`src/rtl/ecc_pkg.sv`:
```
// Shared definitions for the PROM ECC path.
// Holds the scheduler FSM encoding, the codeword and data widths, and the
// Golay(24,12) parity-column constants. The encoder and any checking model
// or future decoder all read these constants from this one place.
package ecc_pkg;

    localparam int DW   = 12;
    localparam int CW_W = 24;

    typedef enum logic [1:0] {
        ST_IDLE = 2'd0,
        ST_ENC  = 2'd1,
        ST_OUT  = 2'd2
    } state_t;

    // BIk selects the data bits that feed parity bit k-1.
    // The B matrix is symmetric, so BIk is also the parity contribution of
    // data bit k-1 on its own.
    localparam logic [DW-1:0] BI1  = 12'hB71;
    localparam logic [DW-1:0] BI2  = 12'hDB8;
    localparam logic [DW-1:0] BI3  = 12'hADC;
    localparam logic [DW-1:0] BI4  = 12'h96E;
    localparam logic [DW-1:0] BI5  = 12'h8B7;
    localparam logic [DW-1:0] BI6  = 12'hC5B;
    localparam logic [DW-1:0] BI7  = 12'hE2D;
    localparam logic [DW-1:0] BI8  = 12'hF16;
    localparam logic [DW-1:0] BI9  = 12'hB8B;
    localparam logic [DW-1:0] BI10 = 12'hDC5;
    localparam logic [DW-1:0] BI11 = 12'hEE2;
    localparam logic [DW-1:0] BI12 = 12'h7FF;

    function automatic logic [DW-1:0] golay_parity(input logic [DW-1:0] d);
        logic [DW-1:0] p;
        p[0]  = ^(d & BI1);
        p[1]  = ^(d & BI2);
        p[2]  = ^(d & BI3);
        p[3]  = ^(d & BI4);
        p[4]  = ^(d & BI5);
        p[5]  = ^(d & BI6);
        p[6]  = ^(d & BI7);
        p[7]  = ^(d & BI8);
        p[8]  = ^(d & BI9);
        p[9]  = ^(d & BI10);
        p[10] = ^(d & BI11);
        p[11] = ^(d & BI12);
        return p;
    endfunction

endpackage

```
`src/rtl/ecc_encode.sv`:
```
// Registered Golay(24,12) parity generator.
// Ports:
//   CLK    - clock, rising edge
//   DATA   - 12-bit data word
//   PARITY - 12-bit parity of DATA, registered (one cycle latency)
module ecc_encode
    import ecc_pkg::*;
(
    input  logic          CLK,
    input  logic [DW-1:0] DATA,
    output logic [DW-1:0] PARITY
);

    // Parity is recomputed every cycle. The scheduler holds DATA steady from
    // ENC through OUT, so PARITY stays valid for the whole output phase.
    always_ff @(posedge CLK) begin
        PARITY <= golay_parity(DATA);
    end

endmodule

```
`src/rtl/ecc_enc_sched.sv`:
```
// Two-source scheduler in front of one shared Golay(24,12) encoder.
// Each word is taken through IDLE -> ENC -> OUT, so one word is in flight at
// most. Grants between sources are round-robin, and a saturating count of
// delivered words is kept per source.
// Ports:
//   CLK, RST             - clock and synchronous active-high reset
//   REQx_VLD/DATA/RDY    - source x word handshake (RDY only in IDLE)
//   CW_VLD/CW/CW_SRC     - codeword {PARITY, DATA} and its source index
//   CW_RDY               - downstream accept
//   CNT0/CNT1            - saturating count of codewords delivered per source
module ecc_enc_sched
    import ecc_pkg::*;
#(
    parameter int CNT_W = 16
) (
    input  logic             CLK,
    input  logic             RST,
    input  logic             REQ0_VLD,
    input  logic [DW-1:0]    REQ0_DATA,
    output logic             REQ0_RDY,
    input  logic             REQ1_VLD,
    input  logic [DW-1:0]    REQ1_DATA,
    output logic             REQ1_RDY,
    output logic             CW_VLD,
    output logic [CW_W-1:0]  CW,
    output logic             CW_SRC,
    input  logic             CW_RDY,
    output logic [CNT_W-1:0] CNT0,
    output logic [CNT_W-1:0] CNT1
);

    state_t            r_state;
    state_t            w_next;
    logic [DW-1:0]     r_dreg;
    logic              r_src;
    logic              r_last;
    logic [CNT_W-1:0]  r_cnt0;
    logic [CNT_W-1:0]  r_cnt1;
    logic [DW-1:0]     w_parity;
    logic              w_gnt0;
    logic              w_gnt1;
    logic              w_xfer;

    function automatic logic [CNT_W-1:0] sat_inc(input logic [CNT_W-1:0] c);
        return (&c) ? c : c + 1'b1;
    endfunction

    ecc_encode u_enc (
        .CLK    (CLK),
        .DATA   (r_dreg),
        .PARITY (w_parity)
    );

    always_ff @(posedge CLK) begin
        if (RST) begin
            r_state <= ST_IDLE;
        end else begin
            r_state <= w_next;
        end
    end

    always_comb begin
        w_next = r_state;
        w_gnt0 = 1'b0;
        w_gnt1 = 1'b0;
        case (r_state)
            ST_IDLE: begin
                // On a tie the source not served last wins; r_last=1 means
                // source 1 went last.
                if (REQ0_VLD && REQ1_VLD) begin
                    w_gnt0 = r_last;
                    w_gnt1 = !r_last;
                end else begin
                    w_gnt0 = REQ0_VLD;
                    w_gnt1 = REQ1_VLD;
                end
                if (w_gnt0 || w_gnt1) begin
                    w_next = ST_ENC;
                end
            end
            ST_ENC: begin
                w_next = ST_OUT;
            end
            ST_OUT: begin
                if (CW_RDY) begin
                    w_next = ST_IDLE;
                end
            end
            default: begin
                w_next = ST_IDLE;
            end
        endcase
    end

    // Reset masks the handshake and output strobes so nothing is accepted
    // or delivered in a reset cycle.
    assign REQ0_RDY = w_gnt0 && !RST;
    assign REQ1_RDY = w_gnt1 && !RST;
    assign CW_VLD   = (r_state == ST_OUT) && !RST;
    assign w_xfer   = CW_VLD && CW_RDY;
    // Zero while idle so the bus never carries X before the first encode.
    assign CW       = CW_VLD ? {w_parity, r_dreg} : '0;
    assign CW_SRC   = r_src;
    assign CNT0     = r_cnt0;
    assign CNT1     = r_cnt1;

    always_ff @(posedge CLK) begin
        if (RST) begin
            r_dreg <= '0;
            r_src  <= 1'b0;
            r_last <= 1'b1;
            r_cnt0 <= '0;
            r_cnt1 <= '0;
        end else begin
            if (w_gnt0 || w_gnt1) begin
                r_dreg <= w_gnt1 ? REQ1_DATA : REQ0_DATA;
                r_src  <= w_gnt1;
                r_last <= w_gnt1;
            end
            if (w_xfer) begin
                if (r_src) begin
                    r_cnt1 <= sat_inc(r_cnt1);
                end else begin
                    r_cnt0 <= sat_inc(r_cnt0);
                end
            end
        end
    end

endmodule
```
`config.mk`:
```
export PLATFORM = sky130hd
export DESIGN_NAME = ecc_enc_sched
export DESIGN_NICKNAME = d
export VERILOG_FILES = /design/src/rtl/ecc_pkg.sv /design/src/rtl/ecc_encode.sv /design/src/rtl/ecc_enc_sched.sv
export SDC_FILE = /design/constraint.sdc
export NUM_CORES = 1
export LEC_CHECK = 0
export BUFFER_PORTS_ARGS = -buffer_cell sky130_fd_sc_hd__buf_4
export CAP_MARGIN = 10
export CORE_AREA = 2 2 87 89
export CTS_CLUSTER_DIAMETER = 200
export DETAILED_ROUTE_END_ITERATION = 10
export DIE_AREA = 0 0 89 91
export PLACE_DENSITY_LB_ADDON = 0.12
export SLEW_MARGIN = 5
export SYNTH_ARGS = -nofsm -noshare
export SYNTH_HDL_FRONTEND = slang
export SYNTH_HIERARCHICAL = 1
export SYNTH_SLANG_ARGS = --single-unit
```
`constraint.sdc`:
```
create_clock -name CLK -period 1.95 [get_ports CLK]
set_input_delay 0.39 -clock CLK [delete_from_list [all_inputs] [get_ports CLK]]
set_output_delay 0.39 -clock CLK [all_outputs]
set_load 0.005 [all_outputs]
```
# [Word-level counts from Yosys, hierarchy flattened]
# Index checks and enable logic that the tools add are counted.
# W data, S select, Z words.
[totals] latchBits=0 out_inout_bits=60 rom_bits=0 ff_bits=60 input_bits=29 ramBits=0 memories=0 word_cells=54
[op_classes] mux=11 div=0 reduce_logical=27 n_bitwise=3 multipliers=0 add_sub_neg=2 order_cmp=0 n_shift=0 n_eq_ne=4
[ops] operator="$reduce_xor A12 Y1" count=12
[ops] operator="$add A16 B1 Y16 const B" count=2
[ops] operator="$reduce_and A16 Y1" count=2
[ops] operator="$mux W24" count=1
[ops] operator="$mux W12" count=1
[ops] operator="$mux W1" count=6
[ops] operator="$pmux W2 S3" count=1
[ops] operator="$reduce_and A3 Y1" count=2
[ops] operator="$logic_and A1 B1 Y1" count=5
[ops] operator="$mux W2" count=2
[ops] operator="$ne A2 B2 Y1 const B" count=2
[ops] operator="$not A1 Y1" count=3
[ops] operator="$eq A2 B1 Y1 const B" count=1
[ops] operator="$eq A2 B2 Y1 const B" count=1
[ops] operator="$logic_not A1 Y1" count=2
[ops] operator="$logic_not A2 Y1" count=1
[ops] operator="$logic_or A1 B1 Y1" count=2
[ops] operator="$reduce_and A2 Y1" count=1

# [Depth between registers and ports, before layout]
[logic_depth] word_depth=6 depth_mapped=5 ltp_nobuf=5

# [Modules after synthesis]
# The synthesis kept the hierarchy.
[modules_own_cells] mod="ecc_enc_sched" instances=1 seq_area_each_um2=960.9 area_each_um2=2617.5 cells_per_inst=310
[modules_own_cells] mod="ecc_encode" instances=1 seq_area_each_um2=240.2 area_each_um2=695.7 cells_per_inst=58

# [Least setup slack after synthesis]
# OpenSTA, ideal clock, no wires.
[synth_timing] kind="reg-to-reg" from="register r_cnt1[0] (netlist: CNT1[0])" to="register r_cnt1[14] (netlist: CNT1[14])" synth_period_minus_slack_ns=1.933 required_ns=1.827 t_arrival_ns=1.809 setup_slack_ns=0.017 path_buffers=0 stages_incl_launch_ff=6 setup_ns=0.123 cell_sequence="dfxtp_1 > ha_1 > nand2_1 > or4_1 > nor4b_1 > mux2_1"
[synth_between] elab_chain_len=3 elab_cells_between_ends=4 classes_between="add/sub: 1; bitwise: 1; reduce/logical: 2"
[synth_rtl] element="from (decl)" line_no="ecc_enc_sched.sv:38" rtl="logic [CNT_W-1:0] r_cnt1;"
[synth_rtl] element="from (signal assigned)" line_no="ecc_enc_sched.sv:122" rtl="r_cnt1 <= sat_inc(r_cnt1);"
[synth_rtl] element="branches (longest 3 deep; another with $add A16 B1 Y16)"
# Parallel ways; which one is timed is not known.
# A chain may end at the register's enable or synchronous reset.

# [Worst setup path after layout]
[layout_timing] from="register r_state[1]" to="register r_cnt1[14] (netlist: CNT1[14])"
[layout_between] elab_chain_len=4
[layout_rtl] element="from (decl)" line_no="ecc_enc_sched.sv:32" rtl="state_t r_state;"
[layout_rtl] element="from (signal assigned)" line_no="ecc_enc_sched.sv:58" rtl="r_state <= w_next;"
[layout_rtl] element="$eq A2 B2 Y1" line_no="ecc_enc_sched.sv:99" rtl="assign CW_VLD = (r_state == ST_OUT) && !RST;"
[layout_rtl] element="$logic_and A1 B1 Y1" line_no="ecc_enc_sched.sv:99"
[layout_rtl] element="$logic_and A1 B1 Y1" line_no="ecc_enc_sched.sv:100" rtl="assign w_xfer = CW_VLD && CW_RDY;"
[layout_rtl] element="$reduce_and A3 Y1 (no line)"
# Every way passes these cells.

==> flow_summary.json <==
{
  "hp-start": "REQ1_VLD",
  "drc": 0,
  "synth_warnings": 6,
  "critPathKind": "reg -> reg",
  "rsz0062_at_grt": "true",
  "cts_buffers": 9,
  "synth-edff-count": 0,
  "antenna_found_initial": 0,
  "path_max_fanout": 5,
  "cp_data_required_time_ns": 2.17,
  "arrival_ns": 2.14,
  "ys.flop_type": "dfxtp_1",
  "drive_above_1_share": 0.354,
  "root_buffer": "clkbuf_8",
  "slew_headroom": 0.652,
  "dpl.cell_count": 585,
  "drtIter0Drc": 148,
  "coreArea_um2": 7140,
  "p_per_area_nw_per_um2": 727,
  "io_pins": 89,
  "skew_ns": 0.00909,
  "wl_per_cell_um": 13.9,
  "path_clk_slew_ns": 0.07,
  "syn_area_um2": 3310,
  "syn-num-nets": 399,
  "crit_path_start_kind": "register",
  "period_minus_slack_ns": 1.92,
  "finalSetupTns_ns": 0,
  "ant_nets": 0,
  "final_common_cell": "buf_4",
  "status": "completed",
  "ys_ff_latch": 60,
  "dieArea_um2": 8100,
  "hold_class": "in -> reg",
  "numClockSinks": 60,
  "endpoint_kind": "register",
  "grt_max_degree": 32,
  "gp_congestion": 0.835,
  "grt_use_total": 0.213,
  "finalInstanceArea_um2": 4640,
  "cp_slowest_cell": "or4_1",
  "ctsHoldBuffers": 0,
  "synthCells": 368,
  "areaGrowthSynthToFinish_pct": 40.0,
  "ys_seq_area_frac": 0.363,
  "placed_cell_area_um2": 4380,
  "finalSetupViolations": 0,
  "finalHoldViolations": 0,
  "slew_violations": 0,
  "holdWs_ns": 0.358,
  "slowest_delay_ns": 0.61,
  "mostFrequentLayoutCells": "buf_4 (134), dfxtp_1 (58), nor2_1 (32)",
  "cap_violations": 0,
  "fmax_ghz": 0.521,
  "r2r-start": "r_state[1]",
  "dr_total_vias": 3128,
  "synth_cell_type_count": 50,
  "cts_tree": "yes",
  "clk_latency_ns": 0.34,
  "critPathLaunch": "r_state[1]",
  "period_share": 0.984,
  "fin_nets": 530,
  "viasPerCell": 5.20,
  "diodes": 0,
  "crit_chain": "nand4bb_4 > or4_1 > nor4b_2 > mux2_1",
  "leakagePower_nw": 2.02,
  "syn_avg_cell_area_um2": 9.00,
  "dr.pass1.iters": 4,
  "stdcell_count": 602,
  "die_x_um": 89,
  "htreeDepth": 3,
  "async_flop_share": 0,
  "grt_first_pass_wirelength_um": 13700,
  "dieHeight_um": 91,
  "worst_slew_pin_slew_ns": 0.518,
  "start_util": 0.464,
  "rows": 31,
  "hpwlAfterDp_um": 6190,
  "finalWirelength_um": 8380,
  "grt-ovfl-total": 0,
  "cts_buffer_depth": 2,
  "worst_ir_drop_vdd_v": 0.000428,
  "io_buffers": 88,
  "grt_pass1_vias": 2974
}
## routing by layer
layer / part of all wire / GRT usage
met3: 0.046 / 0.0336
met4: 0.019 / 0.0945
met5: 0 / 0
met1: 0.46 / 0.289
met2: 0.48 / 0.330
## path summary, 6_finish.rpt
check        endpoint  slack (ns)  depth (start not counted)
max reg2reg  CNT1[14]        0.03                          4
max          CNT1[14]        0.03                          4
min reg2reg  CNT1[15]        0.51                          2
min            r_last        0.36                          3
## flip-flops by register name, indices dropped and copies added (netlist names)
register / count
CNT0: 16
CNT1: 16
r_dreg: 12
r_last: 1
u_enc/PARITY: 12
r_state: 2
CW_SRC: 1
## layout make-up
| class | count | area (µm²) |
|---|---|---|
| Fill cell | 654 | 2500 |
| Multi-Input combinational cell | 285 | 2070 |
| Sequential cell | 60 | 1200 |
| Timing Repair Buffer | 135 | 1020 |
| Clock buffer | 14 | 183 |
| Tap cell | 99 | 124 |
| Inverter | 8 | 30.0 |
| Clock inverter | 1 | 5.00 |
## critical path, delay by kind of cell (launching register included)
family	cells	cell delay, ns
simple gates	3	1.05
mux	1	0.35
flops	1	0.40
## power by group
part,switching (mW),internal (mW)
clock network,0.469,0.592
logic,0.355,0.451
registers,0.0957,1.41
total,0.920,2.45
## what timing repair did
item,4_1_cts,5_1_grt
gates cloned,0,0
resized for setup,5,8
endpoints found under the setup margin,4,32
pin swaps,0,1
buffers inserted,0,2
## Yosys cell counts, drive strengths merged, types with 2 or more instances
master  instances  share of area
a211oi         16          0.036
nor2b          14          0.026
mux2i          14          0.042
nand3          10          0.017
inv             8         0.0091
and2           26          0.049
nor3            7          0.011
xnor2          31          0.084
o21a            2         0.0045
buf             2         0.0030
a21oi          16          0.024
clkbuf         13          0.015
ha              2         0.0076
or4            12          0.028
xor2           11          0.031
nand4           9          0.017
mux2           12          0.041
nand2          21          0.024
dfxtp          60           0.36
a31oi           2         0.0038
o31ai           7          0.016
or3             3         0.0057
nor2           33          0.037
o41ai           4          0.011
or2             2         0.0038
xnor3           3          0.020
o21ai           6         0.0091
o211ai          2         0.0045
nor4            6          0.013
## stage by stage
stage	util	power [mW]	worst slack (ns)
floorplan	-	2.12	0.0175
global placement	0.614	2.32	-0.150
detailed placement	0.614	2.33	-0.206
CTS	0.643	3.40	0.0218
global route	0.650	3.55	-0.0789
finish	0.650	3.37	0.0320
## kinds of logic after synthesis
family                   Yosys count  share of synthesized area
multiplexers                      26                     0.0831
flip-flops                        60                      0.363
AO/OA/AOI/OAI                     60                      0.122
buffers and inverters             23                     0.0272
AND/OR/NAND/NOR                  152                      0.261
adder cells (fa/ha/maj)            2                    0.00755
XOR/XNOR                          45                      0.136
No activity file was read; power rests on OpenSTA's default activity.
